$ cat src/rtl/writeback_port_arbiter.sv
// Shares the single register-file write port between the in-order pipeline
// writeback and a FIFO-buffered auxiliary result source.
module writeback_port_arbiter #(
  parameter int DATA_WIDTH = 32,
  parameter int FIFO_DEPTH = 2,
  parameter int MAX_WAIT   = 4
) (
  input  logic                          clock,
  input  logic                          reset,
  input  logic                          pipe_write,
  input  logic [4:0]                    pipe_reg,
  input  logic [DATA_WIDTH-1:0]         pipe_data,
  input  logic                          aux_valid,
  output logic                          aux_ready,
  input  logic [4:0]                    aux_reg,
  input  logic [DATA_WIDTH-1:0]         aux_data,
  output logic                          stall_pipe,
  output logic                          rf_write,
  output logic [4:0]                    rf_reg,
  output logic [DATA_WIDTH-1:0]         rf_data,
  output logic [$clog2(FIFO_DEPTH):0]   aux_count
);

  localparam int PTR_W  = $clog2(FIFO_DEPTH);
  localparam int CNT_W  = PTR_W + 1;
  localparam int WAIT_W = $clog2(MAX_WAIT + 1);

  typedef enum logic [1:0] {
    IDLE  = 2'd0,
    PEND  = 2'd1,
    STEAL = 2'd2
  } state_t;

  state_t                  state, next_state;
  logic [4:0]              fifo_reg  [FIFO_DEPTH];
  logic [DATA_WIDTH-1:0]   fifo_data [FIFO_DEPTH];
  logic [PTR_W-1:0]        wr_ptr, rd_ptr;
  logic [CNT_W-1:0]        count, count_next;
  logic [WAIT_W-1:0]       wait_cnt, wait_next;

  logic pipe_active;
  logic enq, deq;
  logic grant_pipe;

  assign pipe_active = pipe_write && (pipe_reg != 5'd0);
  assign aux_ready   = (count < CNT_W'(FIFO_DEPTH));
  // Writes aimed at x0 are accepted from the aux source but never stored.
  assign enq         = aux_valid && aux_ready && (aux_reg != 5'd0);
  assign stall_pipe  = (state == STEAL);
  assign aux_count   = count;

  always_comb begin
    case ({enq, deq})
      2'b10:   count_next = count + CNT_W'(1);
      2'b01:   count_next = count - CNT_W'(1);
      default: count_next = count;
    endcase
  end

  always_comb begin
    next_state = state;
    wait_next  = wait_cnt;
    deq        = 1'b0;
    grant_pipe = 1'b0;
    case (state)
      IDLE: begin
        grant_pipe = pipe_active;
        if (count_next != '0) next_state = PEND;
      end
      PEND: begin
        if (!pipe_active) begin
          deq        = 1'b1;
          wait_next  = '0;
          next_state = (count_next == '0) ? IDLE : PEND;
        end else begin
          grant_pipe = 1'b1;
          wait_next  = wait_cnt + WAIT_W'(1);
          if (wait_next == WAIT_W'(MAX_WAIT)) next_state = STEAL;
        end
      end
      STEAL: begin
        deq        = 1'b1;
        wait_next  = '0;
        next_state = (count_next == '0) ? IDLE : PEND;
      end
      default: begin
        next_state = IDLE;
        wait_next  = '0;
      end
    endcase
  end

  always_ff @(posedge clock or posedge reset) begin
    if (reset) begin
      state    <= IDLE;
      wait_cnt <= '0;
    end else begin
      state    <= next_state;
      wait_cnt <= wait_next;
    end
  end

  always_ff @(posedge clock or posedge reset) begin
    if (reset) begin
      wr_ptr <= '0;
      rd_ptr <= '0;
      count  <= '0;
    end else begin
      if (enq) wr_ptr <= wr_ptr + PTR_W'(1);
      if (deq) rd_ptr <= rd_ptr + PTR_W'(1);
      count <= count_next;
    end
  end

  // Storage carries no reset; occupancy alone decides which slots are live.
  always_ff @(posedge clock) begin
    if (enq) begin
      fifo_reg[wr_ptr]  <= aux_reg;
      fifo_data[wr_ptr] <= aux_data;
    end
  end

  always_ff @(posedge clock or posedge reset) begin
    if (reset) begin
      rf_write <= 1'b0;
      rf_reg   <= '0;
      rf_data  <= '0;
    end else if (grant_pipe) begin
      rf_write <= 1'b1;
      rf_reg   <= pipe_reg;
      rf_data  <= pipe_data;
    end else if (deq) begin
      rf_write <= 1'b1;
      rf_reg   <= fifo_reg[rd_ptr];
      rf_data  <= fifo_data[rd_ptr];
    end else begin
      rf_write <= 1'b0;
      rf_reg   <= '0;
      rf_data  <= '0;
    end
  end

endmodule

$ cat config.mk
export PLATFORM = sky130hd
export DESIGN_NAME = writeback_port_arbiter
export DESIGN_NICKNAME = d
export VERILOG_FILES = /design/src/rtl/writeback_port_arbiter.sv
export SDC_FILE = /design/constraint.sdc
export NUM_CORES = 1
export LEC_CHECK = 0
export CORE_AREA = 2 2 128 130
export CTS_BUF_LIST = sky130_fd_sc_hd__clkbuf_4
export DETAILED_ROUTE_END_ITERATION = 12
export DIE_AREA = 0 0 130 132
export SETUP_SLACK_MARGIN = 0.05
export SYNTH_ARGS = -nofsm -noshare
export SYNTH_HDL_FRONTEND = slang
export SYNTH_SLANG_ARGS = --single-unit
$ cat constraint.sdc
create_clock -name clock -period 3.2 [get_ports clock]
set_input_delay 0.8 -clock clock [delete_from_list [all_inputs] [get_ports clock]]
set_output_delay 0.8 -clock clock [all_outputs]
set_load 0.02 [all_outputs]
Word-level counts from Yosys, hierarchy flattened. Memory sizes are Yosys's and may differ from the RTL's. Cells that the tools add are included.

Order comparisons: 1. $add $sub $neg: 5. Muxes and demuxes: 20. Reductions and logical operators: 9. Equality and inequality tests: 7.

Operators with widths (count): 32-bit 2-to-1 mux (2); 5-bit 2-to-1 mux (2); 5-bit nonzero test (2); 1-bit 2-to-1 mux (7); 2-bit 2-to-1 mux (3); 2-bit one-hot mux with 3 select lines (1); 3-bit one-hot mux with 2 select lines (1); 2-bit by 1-bit equality test with 1-bit output, second input constant (2); 2-bit equality test, second input constant (2); 2-bit zero test (2); 1-bit one-hot mux with 2 select lines (2); 2-bit one-hot mux with 2 select lines (1); 3-bit by 1-bit adder with 3-bit output, second input constant (1); 3-bit equality test, second input constant (1); 1-bit logical AND (3); 3-bit 2-to-1 mux (1); 3-bit != test, second input constant (1); 1-bit adder, second input constant (2); 2-bit by 1-bit adder with 2-bit output, second input constant (1); 2-bit less-than comparator, second input constant (1); 2-bit != test, second input constant (1); 2-bit AND reduction (1); 2-bit nonzero test (1); 2-bit by 1-bit subtractor with 2-bit output, second input constant (1).

Word-level logic and storage cells: 52. Flip-flop bits (word level): 47. Memories: 2. Input port bits: 78. Output and inout port bits: 42. RAM bits: 74.

Memory list: fifo_data (words 2, bits a word 32, read ports 1, clocked after memory_dff 0, write ports 1, line 36) `logic [DATA_WIDTH-1:0] fifo_data [FIFO_DEPTH];`; fifo_reg (words 2, bits a word 5, read ports 1, clocked after memory_dff 0, write ports 1, line 35) `logic [4:0] fifo_reg [FIFO_DEPTH];`.

Depth between registers and ports, before layout.
Word-level depth: 10. Mapped depth: 10. Gate-level depth less buffers: 9.

Worst setup path after synthesis. OpenSTA, ideal clock, no wires.

Kind: input to register. From: input aux_reg[3]. To: memory fifo_data[0][0] (enable). Data arrival time: 2.637 ns. Required time: 2.769 ns. Slack: 0.132 ns. Buffers on the path: 0. Library setup time: 0.431 ns. Stages: 3. Cells stage by stage: or4_1 > o211ai_1 > nor2_1.

Word-level cells in the longest chain between the ends: 4.

Ends and longest elaborated chain: start, declared (line 15) `input logic [4:0] aux_reg,`; 5-bit nonzero test (line 48) `assign enq = aux_valid && aux_ready && (aux_reg != 5'd0);`; 1-bit logical AND (line 48); 1-bit 2-to-1 mux (line 117) `if (enq) begin`; 1-bit 2-to-1 mux (implied by the code) (line 119) `fifo_data[wr_ptr] <= aux_data;`; end, declared (line 36).

No other way between the ends.

Worst setup path in the final report.
From: input pipe_reg[0]. To: register state[0].

Word-level cells in the longest chain between the ends: 10. Elaborated cells on any way between the ends: 15. Classes of those cells: eq/ne: 4; mux: 6; reduce/logical: 5.

Ends and longest elaborated chain: start, declared (line 11) `input logic [4:0] pipe_reg,`; 5-bit nonzero test (*) (line 45) `assign pipe_active = pipe_write && (pipe_reg != 5'd0);`; 1-bit logical AND (*) (line 45); 1-bit 2-to-1 mux (*) (line 71) `if (!pipe_active) begin`; 1-bit one-hot mux with 2 select lines (*) (line 65) `case (state)`; named net deq (line 42) `logic enq, deq;`; 2-bit by 1-bit equality test with 1-bit output / 2-bit equality test (equally long branches) (line 53) `case ({enq, deq})`; 2-bit one-hot mux with 2 select lines (*) (line 53); 2-bit zero test (line 74, 84); 1-bit 2-to-1 mux (line 74, 84); 2-bit 2-to-1 mux (line 71); 2-bit one-hot mux with 3 select lines (line 65); end signal, assigned (line 98) `state <= next_state;`; end, declared (line 34) `state_t state, next_state;`.

Mark *: on every way through the listed nets, which the timed path passes. The rest lies on a longest branch. A chain may end at the register's enable or synchronous reset.

==> metrics.md <==
| Metric | Value |
|---|---|
| DR WL/cell | 15.80 um |
| Sequential area share after synthesis | 72.74% |
| Syn Nets | 347 |
| Fin crit period | 2981 ps |
| Final #Nets | 489 |
| Worst-skew pair later-pin latency | 520 ps |
| Die X | 130 um |
| Avg Inst Size Synth | 17.83 sq um |
| Worst Skew | 21.34 ps |
| CTS tree | built |
| Total CTS buffers | 17 |
| Synth-to-layout area growth | 39.90% |
| Synth top area cells | edfxtp_1 48%, dfrtp_1 25%, mux2i_1 7.9% |
| Synth top area share | 47.56% |
| # setup viols final | 0 |
| Primary FF master, synth | edfxtp_1 |
| Hold depth | 2 |
| Filler cell count | 1,466 |
| Max Cap Violations | 0 |
| I/O Buffers | 119 |
| Initial core utilization | 29.73% |
| Worst path bufs/invs | 1 |
| Leakage power | 2.497 nW |
| Crit path cell chain | clkdlybuf4s50_1 -> or4_4 -> o21a_1 -> o21ai_2 -> ha_1 -> nor3b_1 -> o31a_1 -> a31o_2 -> a32o_1 |
| Antenna violations before repair | 0 |
| Crit start category | primary input |
| GR Overflow Total | 0 |
| Status | completed |
| DP Area | 6221 sq um |
| Min-Delay Endpoint | rf_reg[1] |
| Synth cell count leaders | 74 x edfxtp_1, 47 x dfrtp_1, 37 x mux2i_1 |
| Layout cell share with drive strength beyond 1 | 16.07% |
| Core Util, Final | 41.60% |
| FP Rows | 46 |
| Worst Path Arrival | 3390 ps |
| Most numerous cell in the Yosys netlist | edfxtp_1 |
| Routed Antenna Nets | 0 |
| EDFF count, synth | 74 |
| Fmax | 0.3355 GHz |
| Pwr Density | 796.3 nW/um^2 |
| RePlAce Congestion | 0.7645 |
| Worst r2r path cells | 9 |
| Htree depth | 4 |
| FF-to-FF End | state[0] |
| FF-to-FF Start | state[1] |
| Reg area | 3400 sq um |
| Hold Crit Start | fifo_reg[0][1] |
| Ys async rst share | 38.84% |
| Setup TNS | 0 ps |
| Fin. Hold Viols | 0 |
| Design area | 6536 sq um |
| Post-DP HPWL | 6700 um |
| Die area | 17,160 sq um |
| Maximum fanout along the worst path | 4 |
| Worst-path clk slew | 120 ps |
| Post-Layout Cell Count | 633 |
| Clock buffer depth | 2 |
| Post_cts resized | 0 |
| Mapped Area | 4672 sq um |
| Min Hold Slack | 518.0 ps |
| Detailed Routing Iterations Pass 1 | 4 |
| Total Wirelength | 10,000 um |
| Synthesized flop and latch total | 121 |
| Worst EP required | 3610 ps |
| Via Count | 2,745 |
| Critical path's slowest cell | or4_4 |
| GRT Util Overall | 12.44% |
| Crit path kind | in -> reg |
| Clk sink count | 121 |
| Core Box Area | 15,710 sq um |
| CP Capture Type | flip-flop |
| First-pass GRT wire length | 15,620 um |
| RSZ-0062 raised after global routing | false |
| Die height | 132 um |
| Class of the most critical hold timing path | reg -> reg |
| Worst relative slew slack | 23.16% |
| Root Buffer | clkbuf_4 |
| Placed cell count | 601 |
| Starting DRT DRC Count | 123 |
| Tcrit/Tclk final | 93.14% |
| YS warnings | 0 |
| Worst VDD drop | 0.4302 mV |
| Worst-Margin Slew | 1150 ps |
| Tot Pwr | 5.205 mW |
| Largest register FFs | 64 |
| # Post-CTS Setup Buffers | 0 |
| # diodes | 0 |
| Io pins | 120 |
| Delay-heaviest family, CP | compound AO/OA/AOI/OAI gates |
| Post-Syn Instances | 262 |
| Multi-input gate area in the final layout | 1189 sq um |
| Post-synth top area cell | edfxtp_1 |
| Number of global-route vias before repair | 2,990 |
| Largest stage delay on the critical path | 560 ps |
| Final slew viol count | 0 |
| Dpl ws | -303.8 ps |
| DRC viols | 0 |
| Drt via density | 4.336 |
| Hold_buf cts | 0 |
| Netlist cell types | 37 |
| Final worst setup slack | 219.5 ps |
| Reg2Reg Setup Slack | 740 ps |
| Largest net degree at the start of global routing | 39 |
placed cells by master, fill, tap and decap left out, types with 2 or more instances in the layout:
| master | netlist | routed |
|---|---|---|
| clkdlybuf4s50_1 | 0 | 119 |
| edfxtp_1 | 74 | 74 |
| dfrtp_1 | 47 | 46 |
| mux2i_1 | 37 | 37 |
| o2bb2ai_1 | 27 | 27 |
| clkbuf_4 | 0 | 18 |
| buf_4 | 0 | 15 |
| o2bb2ai_2 | 10 | 10 |
| ha_1 | 7 | 7 |
| nand2_1 | 4 | 4 |
| inv_1 | 5 | 4 |
| xnor2_1 | 4 | 4 |
| bufinv_16 | 0 | 4 |
| clkinv_2 | 0 | 4 |
| nor2_4 | 0 | 3 |
| a21o_1 | 3 | 3 |
| xor2_1 | 2 | 2 |
| nor4bb_1 | 2 | 2 |
| nor4_1 | 2 | 2 |
| o211ai_1 | 2 | 2 |
| nor2_1 | 5 | 2 |
| clkinvlp_4 | 0 | 2 |
| clkinv_1 | 0 | 2 |
| buf_12 | 0 | 2 |
per-layer routing:
metal  track usage, %  up-vias  share of wire [%]
met5                0        -                  0
met4            4.241        0                1.7
met3            6.047       11                7.0
met2            20.94       85                 51
met1            13.63     1338                 40
li1                 -     1311                  -
worst max path at each step:
stage                            from              end  slack, ps  depth (start not counted)
after floorplan            aux_reg[3]  fifo_data[0][0]        130                          3
after global placement    pipe_reg[0]         state[0]       -210                          9
after detailed placement  pipe_reg[0]         state[0]       -300                          9
after CTS                 pipe_reg[0]         state[0]        280                          9
after global routing      pipe_reg[0]         state[0]        210                          9
final                     pipe_reg[0]         state[0]        220                          9
kinds of logic (layout without fill, tap and decap cells):
logic type      Yosys count  in the layout  share of synthesized area [%]
fa+ha+maj                 7              7                          1.875
flops                   121            121                          72.74
simple gates             21             21                          2.651
compound gates           52             52                          11.38
xor+xnor                  6              6                          1.125
buf+inv                  18            173                          2.303
mux                      37             37                          7.927
area by class of cell:
class	count	share of cell area, %
clock inverter	14	2.757
tap	216	4.135
multi-input combinational	123	18.19
sequential	121	52.01
inverter	5	0.2871
clock buffer	18	2.067
timing repair buffer	136	20.56
worst register-to-register path, cell delays in order (launching register included):
cell and delay (ps):
dfrtp_1 440, inv_1 100, ha_1 340, nand2_1 120, o21ai_2 160, ha_1 290
nor3b_1 170, o31a_1 300, a31o_2 230, a32o_1 190
power by group:
part / switching [mW] / internal [mW]
Clock: 0.563 / 0.621
Sequential: 0.189 / 2.07
Combinational: 0.923 / 0.842
Note: power is estimated with default switching activity, not from simulation.
